==> src/rtl/store_unit_if.sv <==
// store_unit_if: store request / memory write bus between execute stage, store unit and data memory.
// Request side: req_valid/req_ready handshake carrying req_addr, req_data, req_size.
// Memory side:  mem_wvalid/mem_wready handshake carrying mem_addr, mem_wdata, mem_wstrb.
// Status:       done/err one-cycle pulses, err_code, busy.
// master = requester and memory model, slave = store unit.
interface store_unit_if;
    logic        req_valid;
    logic        req_ready;
    logic [31:0] req_addr;
    logic [31:0] req_data;
    logic [1:0]  req_size;
    logic        mem_wvalid;
    logic        mem_wready;
    logic [31:0] mem_addr;
    logic [31:0] mem_wdata;
    logic [3:0]  mem_wstrb;
    logic        done;
    logic        err;
    logic [1:0]  err_code;
    logic        busy;

    modport master (
        output req_valid, req_addr, req_data, req_size, mem_wready,
        input  req_ready, mem_wvalid, mem_addr, mem_wdata, mem_wstrb, done, err, err_code, busy
    );

    modport slave (
        input  req_valid, req_addr, req_data, req_size, mem_wready,
        output req_ready, mem_wvalid, mem_addr, mem_wdata, mem_wstrb, done, err, err_code, busy
    );
endinterface

==> src/rtl/store_unit.sv <==
// store_unit: store-path formatter and memory write master.
// Ports: clk, rst_n (async active-low), bus (store_unit_if.slave).
// Accepts one byte/halfword/word store, checks alignment, replicates data onto
// byte lanes with strobes, writes to memory with a TIMEOUT-bounded wait and
// reports completion (done) or rejection/abandonment (err, err_code).
module store_unit #(
    parameter int TIMEOUT = 15
) (
    input logic         clk,
    input logic         rst_n,
    store_unit_if.slave bus
);
    typedef enum logic [1:0] {IDLE, WRITE, DONE, ERR} state_t;

    state_t      state;
    logic [7:0]  cnt;
    logic [1:0]  code;
    logic [1:0]  off;
    logic        bad_size;
    logic        misaligned;
    logic [31:0] lane_data;
    logic [3:0]  lane_strb;

    always_comb begin
        off        = bus.req_addr[1:0];
        bad_size   = bus.req_size == 2'b11;
        misaligned = (bus.req_size == 2'b01 && off[0]) || (bus.req_size == 2'b10 && off != 2'b00);
        lane_data  = bus.req_size == 2'b00 ? {4{bus.req_data[7:0]}} :
                     bus.req_size == 2'b01 ? {2{bus.req_data[15:0]}} : bus.req_data;
        lane_strb  = bus.req_size == 2'b00 ? 4'b0001 << off :
                     bus.req_size == 2'b01 ? (off[1] ? 4'b1100 : 4'b0011) : 4'b1111;
    end

    // Decoded from state so an asynchronous reset drops wvalid at once.
    assign bus.mem_wvalid = state == WRITE;
    assign bus.done       = state == DONE;
    assign bus.err        = state == ERR;
    assign bus.busy       = state != IDLE;
    assign bus.err_code   = bus.err ? code : 2'b00;

    always_ff @(posedge clk or negedge rst_n) begin
        if (!rst_n) begin
            state         <= IDLE;
            cnt           <= '0;
            code          <= '0;
            bus.req_ready <= 1'b0;
            bus.mem_addr  <= '0;
            bus.mem_wdata <= '0;
            bus.mem_wstrb <= '0;
        end else begin
            case (state)
                IDLE: begin
                    if (bus.req_valid && bus.req_ready) begin
                        bus.req_ready <= 1'b0;
                        if (bad_size || misaligned) begin
                            state <= ERR;
                            code  <= bad_size ? 2'b10 : 2'b01;
                        end else begin
                            state         <= WRITE;
                            cnt           <= '0;
                            bus.mem_addr  <= {bus.req_addr[31:2], 2'b00};
                            bus.mem_wdata <= lane_data;
                            bus.mem_wstrb <= lane_strb;
                        end
                    end else begin
                        bus.req_ready <= 1'b1;
                    end
                end
                WRITE: begin
                    if (bus.mem_wready) begin
                        state <= DONE;
                    end else if (cnt == 8'(TIMEOUT - 1)) begin
                        state <= ERR;
                        code  <= 2'b11;
                    end else begin
                        cnt <= cnt + 8'd1;
                    end
                end
                default: begin
                    state         <= IDLE;
                    bus.req_ready <= 1'b1;
                end
            endcase
        end
    end
endmodule

==> src/flat_wrapper.sv <==
// flat-port wrapper written by rule: the top's interface ports become plain ports
module store_unit_flat 
#(
    parameter int TIMEOUT = 15
)
  (clk, rst_n, bus_req_valid, bus_req_addr, bus_req_data, bus_req_size, bus_mem_wready, bus_req_ready, bus_mem_wvalid, bus_mem_addr, bus_mem_wdata, bus_mem_wstrb, bus_done, bus_err, bus_err_code, bus_busy);
  store_unit_if bus_i ();
  input logic clk;
  input logic rst_n;
  input wire logic [$bits(bus_i.req_valid)-1:0] bus_req_valid;
  input wire logic [$bits(bus_i.req_addr)-1:0] bus_req_addr;
  input wire logic [$bits(bus_i.req_data)-1:0] bus_req_data;
  input wire logic [$bits(bus_i.req_size)-1:0] bus_req_size;
  input wire logic [$bits(bus_i.mem_wready)-1:0] bus_mem_wready;
  output wire logic [$bits(bus_i.req_ready)-1:0] bus_req_ready;
  output wire logic [$bits(bus_i.mem_wvalid)-1:0] bus_mem_wvalid;
  output wire logic [$bits(bus_i.mem_addr)-1:0] bus_mem_addr;
  output wire logic [$bits(bus_i.mem_wdata)-1:0] bus_mem_wdata;
  output wire logic [$bits(bus_i.mem_wstrb)-1:0] bus_mem_wstrb;
  output wire logic [$bits(bus_i.done)-1:0] bus_done;
  output wire logic [$bits(bus_i.err)-1:0] bus_err;
  output wire logic [$bits(bus_i.err_code)-1:0] bus_err_code;
  output wire logic [$bits(bus_i.busy)-1:0] bus_busy;
  assign bus_i.req_valid = bus_req_valid;
  assign bus_i.req_addr = bus_req_addr;
  assign bus_i.req_data = bus_req_data;
  assign bus_i.req_size = bus_req_size;
  assign bus_i.mem_wready = bus_mem_wready;
  assign bus_req_ready = bus_i.req_ready;
  assign bus_mem_wvalid = bus_i.mem_wvalid;
  assign bus_mem_addr = bus_i.mem_addr;
  assign bus_mem_wdata = bus_i.mem_wdata;
  assign bus_mem_wstrb = bus_i.mem_wstrb;
  assign bus_done = bus_i.done;
  assign bus_err = bus_i.err;
  assign bus_err_code = bus_i.err_code;
  assign bus_busy = bus_i.busy;
  store_unit #(.TIMEOUT(TIMEOUT)) u_core (.clk(clk), .rst_n(rst_n), .bus(bus_i));
endmodule
==> config.mk <==
export PLATFORM = sky130hd
export DESIGN_NAME = store_unit_flat
export DESIGN_NICKNAME = d
export VERILOG_FILES = /design/src/rtl/store_unit_if.sv /design/src/rtl/store_unit.sv /design/src/flat_wrapper.sv
export SDC_FILE = /design/constraint.sdc
export NUM_CORES = 1
export LEC_CHECK = 0
export ABC_AREA = 1
export CAP_MARGIN = 10
export CORE_AREA = 4 4 97 99
export DETAILED_ROUTE_END_ITERATION = 6
export DIE_AREA = 0 0 101 103
export GPL_ROUTABILITY_DRIVEN = 0
export PLACE_DENSITY = 0.87
export SLEW_MARGIN = 20
export SYNTH_ARGS = -nofsm -noshare
export SYNTH_HDL_FRONTEND = slang
export SYNTH_SLANG_ARGS = --single-unit
==> constraint.sdc <==
create_clock -name clk -period 1.7 [get_ports clk]
set_input_delay 0.425 -clock clk [delete_from_list [all_inputs] [get_ports clk]]
set_output_delay 0.425 -clock clk [all_outputs]
set_load 0.05 [all_outputs]
==> impl_metrics.csv <==
group,metric,value,unit
run_status,status,"completed",
timing,finalHoldViolations,0,
clock_tree,htree_levels,3,
clock_tree,clock_latency,0.34,ns
routing,drc,0,
clock_tree,cts.sinks,79,
yosys,ys_types,27,
global_routing,grt_overflow_total,0,
clock_tree,clk_pin_slew,0.08,ns
critical_path,worstSetupPathType,"reg2out",
global_routing,grt.total_usage,20.2,%
yosys,synth.yosys.seq_area_share,53.5,%
critical_path,cp.required,1.27,ns
job,drv_cap,0,
die,start_util,43.2,%
routing,vias_per_cell,4.89,
timing,period_share,98.0,%
critical_path,r2r_cells,7,
routing,firstDrtPassIters,4,
clock_tree,cts_tree,"yes",
timing,finClkSkew,0.0100,ns
timing,worst_slack,0.0340,ns
hold_path,hp-class,"in2async",
finish,num-nets-final,693,
yosys,ys_ff_latch,79,
global_routing,grt_util_met2,33.7,%
critical_path,end_kind,"primary output",
timing,fmax,600,MHz
finish,antennaDiodeCount,0,
place,portBuffers,142,
timing,setup_viol,0,
yosys,syn_area,3700,sq um
die,die_area,10400,sq um
clock_tree,post_cts_buffers,0,
finish,drive_gt1_share,19.8,%
die,boundaryPins,145,
routing,vias,3591,
critical_path,startpoint_type,"flop",
die,fp-row-count,34,
global_routing,grt_pass1_wl,16700,um
global_routing,grt_max_degree,80,
routing,post_drt_wl_per_cell,14.0,um
clock_tree,cts_root_buf,"clkbuf_8",
critical_path,cp.arrival,1.24,ns
critical_path,r2r_slack,0.21,ns
power,max-vdd-ir-drop,1.26,mV
yosys,synthCells,468,
finish,area_delta_synth_final,52.0,%
die,dieHeight,103,um
yosys,ys_warn_count,0,
global_routing,antenna_found_initial,0,
die,die_w,101,um
finish,fin_area,5620,sq um
routing,ant_nets,0,
global_routing,grt_pass1_vias,3640,
place,dp_slack,-0.268,ns
place,dp_hpwl,7860,um
critical_path,crit_fanout,4,
power,leakage,2.90,nW
global_routing,grt_use_met3,4.60,%
place,place_area,5370,sq um
power,power_density,2030,nW/um^2
critical_path,reg2reg_from,"u_core.state[0]$_DFFE_PN0P_",
routing,drt_wl_total,10300,um
global_routing,top_usage_layer,"met2",
critical_path,critPathLaunch,"u_core.state[0]$_DFFE_PN0P_",
routing,drt_iter0_drc,173,
timing,grt_setup_unrepaired,"true",
finish,num-fill-cells,691,
timing,drv_slew,0,
die,core_area,8550,sq um
clock_tree,cts_buffers,9,
critical_path,crit_end,"bus_err_code[0]",
critical_path,worst_r2r_endpoint,"u_core.cnt[5]$_DFFE_PN0P_",
global_routing,grtUsageMet1,25.6,%
clock_tree,clock_path_buffers,2,
yosys,syn_avg_cell_area,7.90,sq um
timing,fin_crit,1.67,ns
-- cells in the final DEF, fill, tap and decap left out, types with 7 or more instances in the layout --
cell	synthesis	routed
nand2_1	254	254
dfrtp_1	79	78
clkdlybuf4s50_1	0	68
buf_4	2	67
nor2_1	30	28
buf_12	0	25
o21ai_0	20	18
inv_1	17	16
nand3_1	15	15
clkbuf_8	0	11
o21a_1	7	7
-- logic make-up after synthesis --
kind of cell               count (synthesis)  synth area share (%)
AOI/OAI and AO/OA                         35                  5.75
DFF                                       79                  53.5
buffers and inverters                     39                  6.36
other                                      1                 0.101
and+or+nand+nor                          310                  33.1
adders and majority gates                  2                 0.677
xor gates and xnor gates                   2                 0.474
-- synthesized netlist by cell type, drive strengths merged --
cell type  number  area, sq um
a21oi           2         10.0
buf            14          141
clkbuf          6         22.5
clkinv          1         3.75
conb            1         3.75
dfrtp          79         1980
ha              2         25.0
inv            18         67.6
nand2         256          966
nand3          17         95.1
nand4           2         12.5
nor2           33          136
nor3b           2         15.0
o21a            7         52.6
o21ai          24          135
o21bai          2         15.0
xnor2           1         8.76
xor2            1         8.76
-- final cells by class --
class	count	area [sq um]	area share, %
well taps	108	135	2.41
clock inverters	4	76.3	1.36
flip-flops and latches	79	1980	35.2
clock buffers	12	155	2.76
repair buffers	161	1700	30.2
multi-input cells	351	1500	26.8
inverters	19	73.8	1.31
-- report_power, final --
part / internal [mW] / switching (mW) / total, mW
clock network: 0.914 / 0.682 / 1.60
registers: 2.71 / 0.609 / 3.32
logic: 2.27 / 4.25 / 6.52
total: 5.89 / 5.54 / 11.4
-- state kept, by name (all words and copies together) (netlist names) --
signal / flops
u_core.bus.mem_wstrb: 4
u_core.bus.mem_wdata: 32
u_core.bus.req_ready: 1
u_core.cnt: 8
u_core.bus.mem_addr: 30
u_core.code: 2
u_core.state: 2
-- worst min path at each step --
| stage | start | end | slack [ns] | cells after the start |
|---|---|---|---|---|
| after floorplan | rst_n | u_core.bus.mem_addr[10]$_DFFE_PN0P_ | 0.13 | 0 |
| after global placement | u_core.bus.mem_addr[29]$_DFFE_PN0P_ | u_core.bus.mem_addr[29]$_DFFE_PN0P_ | 0.45 | 2 |
| after detailed placement | u_core.bus.mem_wdata[23]$_DFFE_PN0P_ | u_core.bus.mem_wdata[23]$_DFFE_PN0P_ | 0.46 | 2 |
| after CTS | rst_n | u_core.bus.mem_wdata[21]$_DFFE_PN0P_ | 0.1 | 2 |
| after global routing | rst_n | u_core.cnt[0]$_DFFE_PN0P_ | 0.12 | 2 |
| final | rst_n | u_core.cnt[3]$_DFFE_PN0P_ | 0.06 | 2 |
-- per-stage QoR --
stage          power (mW)  utilization (%)  hold WS, ns  std cells  setup TNS [ns]
2_1_floorplan        7.19                -        0.129        469               0
3_3_place_gp         9.73             62.8        0.454        718          -13.10
3_5_place_dp         9.87             62.8        0.460        718          -17.19
4_1_cts              11.5             65.6       0.0964        734               0
5_1_grt              12.0             65.7        0.122        734         -0.0991
6_report             11.4             65.7       0.0591        734               0
-- critical path, cell delays in order (launching register included) --
cell,delay (ns)
dfrtp_2,0.44
nand2_1,0.13
nor2_2,0.17
buf_12,0.16
-- repair_timing --
action / CTS / global route
gates resized for setup: 4 / 5
hold buffers: 0 / 0
hold endpoints to repair: 0 / 0
endpoints found under the setup margin: 3 / 68
-- routing by layer --
metal	vias up	part of all wire, %
li1	1744	-
met1	1690	42
met2	138	49
met3	19	7.6
met4	0	2.0
met5	-	0
No activity file was read; power rests on OpenSTA's default activity.
